File: config.mk
export PLATFORM = sky130hd
export DESIGN_NAME = nmcu_mem_arbiter
export DESIGN_NICKNAME = d
export VERILOG_FILES = /design/src/rtl/nmcu_mem_arbiter.sv
export SDC_FILE = /design/constraint.sdc
export NUM_CORES = 1
export LEC_CHECK = 0
export ABC_AREA = 1
export CORE_AREA = 8 8 220 222
export CTS_CLUSTER_SIZE = 24
export DETAILED_ROUTE_END_ITERATION = 12
export DIE_AREA = 0 0 228 230
export DONT_BUFFER_PORTS = 1
export PLACE_DENSITY = 0.3
export SLEW_MARGIN = 20
export SYNTH_ARGS = -nofsm -noshare
export SYNTH_HDL_FRONTEND = slang
export SYNTH_SLANG_ARGS = --single-unit
File: constraint.sdc
create_clock -name clk -period 6.8 [get_ports clk]
set_input_delay 1.36 -clock clk [delete_from_list [all_inputs] [get_ports clk]]
set_output_delay 1.36 -clock clk [all_outputs]
set_load 0.01 [all_outputs]
File: src/rtl/nmcu_mem_arbiter.sv
// nmcu_mem_arbiter: round-robin NUM_CH-to-1 memory request arbiter with write-burst lock and read-response routing (optional NMCU_ARB_STATS_EN grant counters)
module nmcu_mem_arbiter #(
  parameter int NUM_CH    = 4,
  parameter int ADDR_W    = 32,
  parameter int DATA_W    = 32,
  parameter int LEN_W     = 8,
  parameter int MAX_OUTST = 4
) (
  input  logic                     clk,
  input  logic                     rst_n,
  input  logic [NUM_CH-1:0]        ch_req_valid,
  output logic [NUM_CH-1:0]        ch_req_ready,
  input  logic [NUM_CH-1:0]        ch_req_we,
  input  logic [NUM_CH*ADDR_W-1:0] ch_req_addr,
  input  logic [NUM_CH*DATA_W-1:0] ch_req_wdata,
  input  logic [NUM_CH*LEN_W-1:0]  ch_req_len,
  output logic [NUM_CH-1:0]        ch_resp_valid,
  output logic [DATA_W-1:0]        ch_resp_rdata,
  output logic                     ch_resp_last,
  output logic                     mem_req_valid,
  input  logic                     mem_req_ready,
  output logic                     mem_req_we,
  output logic [ADDR_W-1:0]        mem_req_addr,
  output logic [DATA_W-1:0]        mem_req_wdata,
  output logic [LEN_W-1:0]         mem_req_len,
  input  logic                     mem_resp_valid,
  input  logic [DATA_W-1:0]        mem_resp_rdata,
  output logic                     err_unexp_resp,
  output logic [NUM_CH*32-1:0]     grant_cnt
);
  localparam int CH_W = $clog2(NUM_CH);
  localparam int PW   = $clog2(MAX_OUTST) + 1;
  typedef enum logic {IDLE, BUSY} state_t;
  state_t state, state_nxt;
  logic [CH_W-1:0]   owner, rr_ptr, sel, idx, nxt_owner;
  logic [LEN_W-1:0]  beat_cnt, burst_len, rsp_cnt, len_eff, cur_len;
  logic [PW-1:0]     wr_ptr, rd_ptr;
  logic [PW-2:0]     wr_idx, rd_idx;
  logic [CH_W-1:0]   tag_ch  [MAX_OUTST];
  logic [LEN_W-1:0]  tag_len [MAX_OUTST];
  logic [ADDR_W-1:0] addr_a  [NUM_CH];
  logic [DATA_W-1:0] wdata_a [NUM_CH];
  logic [LEN_W-1:0]  len_a   [NUM_CH];
  logic busy, full, empty, blk, acc, done, w_last, push, pop, resp_hit;
  for (genvar i = 0; i < NUM_CH; i++) begin : g_unpack
    assign addr_a[i]  = ch_req_addr[i*ADDR_W +: ADDR_W];
    assign wdata_a[i] = ch_req_wdata[i*DATA_W +: DATA_W];
    assign len_a[i]   = ch_req_len[i*LEN_W +: LEN_W];
  end
  assign busy          = state == BUSY;
  assign wr_idx        = wr_ptr[PW-2:0];
  assign rd_idx        = rd_ptr[PW-2:0];
  assign empty         = wr_ptr == rd_ptr;
  assign full          = (wr_ptr - rd_ptr) == PW'(MAX_OUTST);
  assign blk           = ~ch_req_we[owner] & full;
  assign mem_req_valid = busy & ch_req_valid[owner] & ~blk;
  assign mem_req_we    = busy & ch_req_we[owner];
  assign mem_req_addr  = busy ? addr_a[owner] : '0;
  assign mem_req_wdata = busy ? wdata_a[owner] : '0;
  assign mem_req_len   = busy ? len_a[owner] : '0;
  assign ch_req_ready  = busy ? ({{(NUM_CH-1){1'b0}}, mem_req_ready & ~blk} << owner) : '0;
  assign acc           = mem_req_valid & mem_req_ready;
  assign len_eff       = (len_a[owner] == '0) ? LEN_W'(1) : len_a[owner];
  assign cur_len       = (beat_cnt == '0) ? len_eff : burst_len;
  assign w_last        = beat_cnt == cur_len - LEN_W'(1);
  assign done          = acc & (~mem_req_we | w_last);
  assign push          = acc & ~mem_req_we;
  assign nxt_owner     = (owner == CH_W'(NUM_CH - 1)) ? '0 : owner + 1'b1;
  assign resp_hit      = mem_resp_valid & ~empty;
  assign ch_resp_last  = resp_hit & (rsp_cnt == tag_len[rd_idx]);
  assign pop           = ch_resp_last;
  assign ch_resp_valid = resp_hit ? ({{(NUM_CH-1){1'b0}}, 1'b1} << tag_ch[rd_idx]) : '0;
  assign ch_resp_rdata = resp_hit ? mem_resp_rdata : '0;
  // first valid channel at or after rr_ptr, wrapping; scanned backwards so the nearest wins
  always_comb begin
    sel = rr_ptr;
    idx = rr_ptr;
    for (int k = NUM_CH - 1; k >= 0; k--) begin
      idx = CH_W'((int'(rr_ptr) + k) % NUM_CH);
      if (ch_req_valid[idx]) sel = idx;
    end
  end
  // state register
  always_ff @(posedge clk or negedge rst_n)
    if (!rst_n) state <= IDLE;
    else state <= state_nxt;
  // grant on any request; release after a read or the final write beat
  always_comb begin
    state_nxt = state;
    state_nxt = busy ? (done ? IDLE : BUSY) : (|ch_req_valid ? BUSY : IDLE);
  end
  // owner capture, write-burst beat counting and round-robin pointer advance
  always_ff @(posedge clk or negedge rst_n)
    if (!rst_n) begin
      owner     <= '0;
      rr_ptr    <= '0;
      beat_cnt  <= '0;
      burst_len <= '0;
    end else begin
      if (!busy && |ch_req_valid) owner <= sel;
      if (acc && beat_cnt == '0) burst_len <= len_eff;
      if (done) rr_ptr <= nxt_owner;
      beat_cnt <= done ? '0 : (acc ? beat_cnt + 1'b1 : beat_cnt);
    end
  // tag FIFO pointers, response beat counter and sticky unexpected-response flag
  always_ff @(posedge clk or negedge rst_n)
    if (!rst_n) begin
      wr_ptr         <= '0;
      rd_ptr         <= '0;
      rsp_cnt        <= '0;
      err_unexp_resp <= 1'b0;
    end else begin
      if (push) wr_ptr <= wr_ptr + 1'b1;
      if (pop) rd_ptr <= rd_ptr + 1'b1;
      if (resp_hit) rsp_cnt <= ch_resp_last ? '0 : rsp_cnt + 1'b1;
      if (mem_resp_valid && empty) err_unexp_resp <= 1'b1;
    end
  // tag storage: originating channel and burst length minus one
  always_ff @(posedge clk)
    if (push) begin
      tag_ch[wr_idx]  <= owner;
      tag_len[wr_idx] <= len_eff - LEN_W'(1);
    end
`ifdef NMCU_ARB_STATS_EN
  for (genvar i = 0; i < NUM_CH; i++) begin : g_stats
    logic [31:0] cnt;
    // one count per accepted request beat of this channel, wrapping
    always_ff @(posedge clk or negedge rst_n)
      if (!rst_n) cnt <= '0;
      else if (acc && owner == CH_W'(i)) cnt <= cnt + 1'b1;
    assign grant_cnt[i*32 +: 32] = cnt;
  end
`else
  assign grant_cnt = '0;
`endif
endmodule

==> impl_metrics.env <==
export IMPL_ys_ff_latch=76
export IMPL_yosysSeqAreaShare_pct=27.4
export IMPL_postRouteAntennaNets=0
export IMPL_grt_pass1_vias=7445
export IMPL_clkLatencyLatePin_ns=0.35
export IMPL_die_x_microns=228
export IMPL_end_kind="output port"
export IMPL_status="complete, no violations"
export IMPL_worstSetupStartpointType="flop"
export IMPL_instances_no_fill=1750
export IMPL_worstRegToRegCells=10
export IMPL_core_area_sq_um=44900
export IMPL_vias=7320
export IMPL_placed_cell_area_sq_um=7820
export IMPL_cts_made_buffers=9
export IMPL_port_buffers=0
export IMPL_async_flop_share_pct=47.4
export IMPL_rsz0062_at_grt="false"
export IMPL_finalWirelength_microns=37400
export IMPL_cts_htree_levels=3
export IMPL_met2_usage_pct=24.2
export IMPL_syn_area_per_cell_sq_um=6.48
export IMPL_grt_max_degree=140
export IMPL_total_power_mw=3.97
export IMPL_overflow=0
export IMPL_min_to="wr_ptr[2]$_DFFE_PN0P_"
export IMPL_leakage_nw=3.52
export IMPL_die_h_microns=230
export IMPL_fmaxAchievable_mhz=223
export IMPL_use_met3_pct=5.20
export IMPL_path_clk_slew_ns=0.06
export IMPL_worstPathMaxFanout=37
export IMPL_max_vdd_ir_drop_uv=203
export IMPL_synth_edff_count=40
export IMPL_dr_pass1_iters=5
export IMPL_synth_flop_cell="edfxtp_1"
export IMPL_drtIter0Drc=481
export IMPL_clock_path_buffers=2
export IMPL_yosysUniqueCellTypes=43
export IMPL_max_cap_violations=0
export IMPL_fin_area_sq_um=8090
export IMPL_min_from="wr_ptr[2]$_DFFE_PN0P_"
export IMPL_place_gp_congestion=0.865
export IMPL_tightest_slew_ns=1.10
export IMPL_cts_sinks=76
export IMPL_r2r_start="busy$_DFF_PN0_"
export IMPL_dieArea_sq_um=52400
export IMPL_hold_buffers=0
export IMPL_fin_nets=1489
export IMPL_grt_use_met1_pct=15.0
export IMPL_drc_errors=0
export IMPL_drv_slew=0
export IMPL_postSynthCellCount=1182
export IMPL_viasPerCell=4.18
export IMPL_busiest_layer="met2"
export IMPL_crit_type="flop to output port"
export IMPL_grt_antenna_before_repair=4
export IMPL_p_per_area_nw_per_um2=491
export IMPL_period_share_pct=66.0
export IMPL_r2r_slack_ns=2.74
export IMPL_grt_usage_pct=13.3
export IMPL_cts_tree="done"
export IMPL_clockRootBuffer="clkbuf_16"
export IMPL_pin_count=576
export IMPL_cts_setup_buffers=0
export IMPL_worst_r2r_endpoint="tag_len[1][7]$_DFFE_PP_"
export IMPL_start_util_pct=17.1
export IMPL_drive_gt1_share_pct=5.83
export IMPL_dp_hpwl_microns=31300
export IMPL_synth_area_sq_um=7660
export IMPL_max_slew_margin_rel_pct=26.9
export IMPL_wl_per_cell_microns=21.4
export IMPL_finalCriticalPeriod_ns=4.49
export IMPL_arrival_ns=3.13
export IMPL_required_ns=5.44
export IMPL_std_cell_rows=78
export IMPL_dp_cells=1733
export IMPL_hold_depth=1
export IMPL_ys_warn_count=0
export IMPL_hold_class="flop to flop"
export IMPL_tns_ns=0
export IMPL_cts_resized=0
export IMPL_grt_pass1_wl_microns=52400
export IMPL_area_growth_pct=5.58
export IMPL_fin_skew_ns=0.00747
export IMPL_setup_violations=0
export IMPL_finalHoldViolations=0
## state kept, by name, summed over array words and instances, names as in the netlist
signal	flops
beat_cnt	8
wr_ptr	3
err_unexp_resp	1
tag_len	32
owner	2
rr_ptr	2
burst_len	8
tag_ch	8
busy	1
rd_ptr	3
rsp_cnt	8
## cell usage in the layout (no fill, tap or decap), types with 22 or more instances in the layout
cell type  synthesis  final
inv_1             80     80
nand2_1          164    163
dfrtp_1           36     34
nor2_1           316    315
nand3_1           49     49
edfxtp_1          40     40
conb_1             1    128
xor2_1            22     22
o32ai_1           38     35
a21oi_1           34     34
o21ai_0          117    117
## worst max-delay path by stage
stage	from	endpoint	slack, ns	depth (start not counted)
after floorplan	mem_resp_valid	ch_resp_last	3.34	6
after global placement	busy$_DFF_PN0_	mem_req_valid	2.54	8
after detailed placement	busy$_DFF_PN0_	mem_req_valid	2.53	8
after CTS	busy$_DFF_PN0_	mem_req_valid	2.16	8
after global routing	busy$_DFF_PN0_	mem_req_valid	1.93	8
final	busy$_DFF_PN0_	mem_req_valid	2.31	8
## per-layer routing
metal,wire length [microns],vias to the layer above
li1,-,3512
met1,14600,3438
met2,19000,344
met3,3430,24
met4,329,2
met5,13,-
## kinds of logic (layout without fill, tap and decap cells)
kind of cell             after synthesis  count (layout)  share of synthesized area, %
buffers and inverters                283             123                          20.5
other                                  1             129                        0.0489
flip-flops                            76              76                          27.4
XOR/XNOR                              27              27                          3.09
adder cells (fa/ha/maj)               13              13                          2.12
AND/OR/NAND/NOR                      566             566                          30.2
AO/OA/AOI/OAI                        216             216                          16.6
## cell usage after synthesis, types with 2 or more instances
library cell | instances | area, sq um
inv_2 | 10 | 37.5
inv_1 | 80 | 300
nand2_4 | 2 | 22.5
buf_1 | 6 | 22.5
buf_4 | 129 | 968
o22ai_1 | 5 | 31.3
o21ai_2 | 3 | 26.3
clkinv_1 | 3 | 11.3
nor3_1 | 8 | 40.0
o22a_1 | 2 | 17.5
nor3b_1 | 2 | 15.0
dfrtp_1 | 36 | 901
nor2_4 | 2 | 22.5
nand4_1 | 5 | 31.3
o21ai_0 | 117 | 586
nand3_2 | 2 | 20.0
nor2_1 | 316 | 1190
buf_6 | 2 | 22.5
nand3b_1 | 3 | 22.5
clkbuf_1 | 43 | 161
xor2_1 | 22 | 193
a31oi_1 | 2 | 12.5
buf_2 | 10 | 50.1
o21ai_1 | 9 | 45.0
ha_1 | 13 | 163
nor2_2 | 4 | 25.0
nand2_2 | 6 | 37.5
a21oi_1 | 34 | 170
nand3_1 | 49 | 245
edfxtp_1 | 40 | 1200
xnor2_1 | 5 | 43.8
nand2_1 | 164 | 616
o32ai_1 | 38 | 333
## layout make-up
cell class	instances	area, sq um
fill	5238	36800
clock inverter	6	41.3
tap	600	751
inverter	93	352
antenna	1	2.50
clock buffer	10	229
sequential	76	2110
timing repair buffer	14	118
multi-input combinational	950	4490
## critical path, cell delays in order, from the launching register on
cell,delay [ns]
dfrtp_1,0.42
inv_2,0.35
nor2_2,0.96
inv_1,0.20
a21oi_1,0.17
o21ai_1,0.09
nand2_1,0.15
inv_2,0.07
a31oi_1,0.36
## metrics by stage
step / utilization (%) / worst slack [ns] / hold slack (ns)
after floorplan: - / 3.34 / 0.453
after global placement: 17.4 / 2.54 / 0.480
after detailed placement: 17.4 / 2.53 / 0.482
after CTS: 18.0 / 2.16 / 0.492
after global routing: 18.0 / 1.93 / 0.527
final: 18.0 / 2.31 / 0.488
## power breakdown
part | total, mW | internal (mW) | switching, mW
combinational | 2.72 | 0.703 | 2.01
clock | 0.449 | 0.247 | 0.202
sequential | 0.807 | 0.666 | 0.140
No activity file was read; power rests on OpenSTA's default activity.
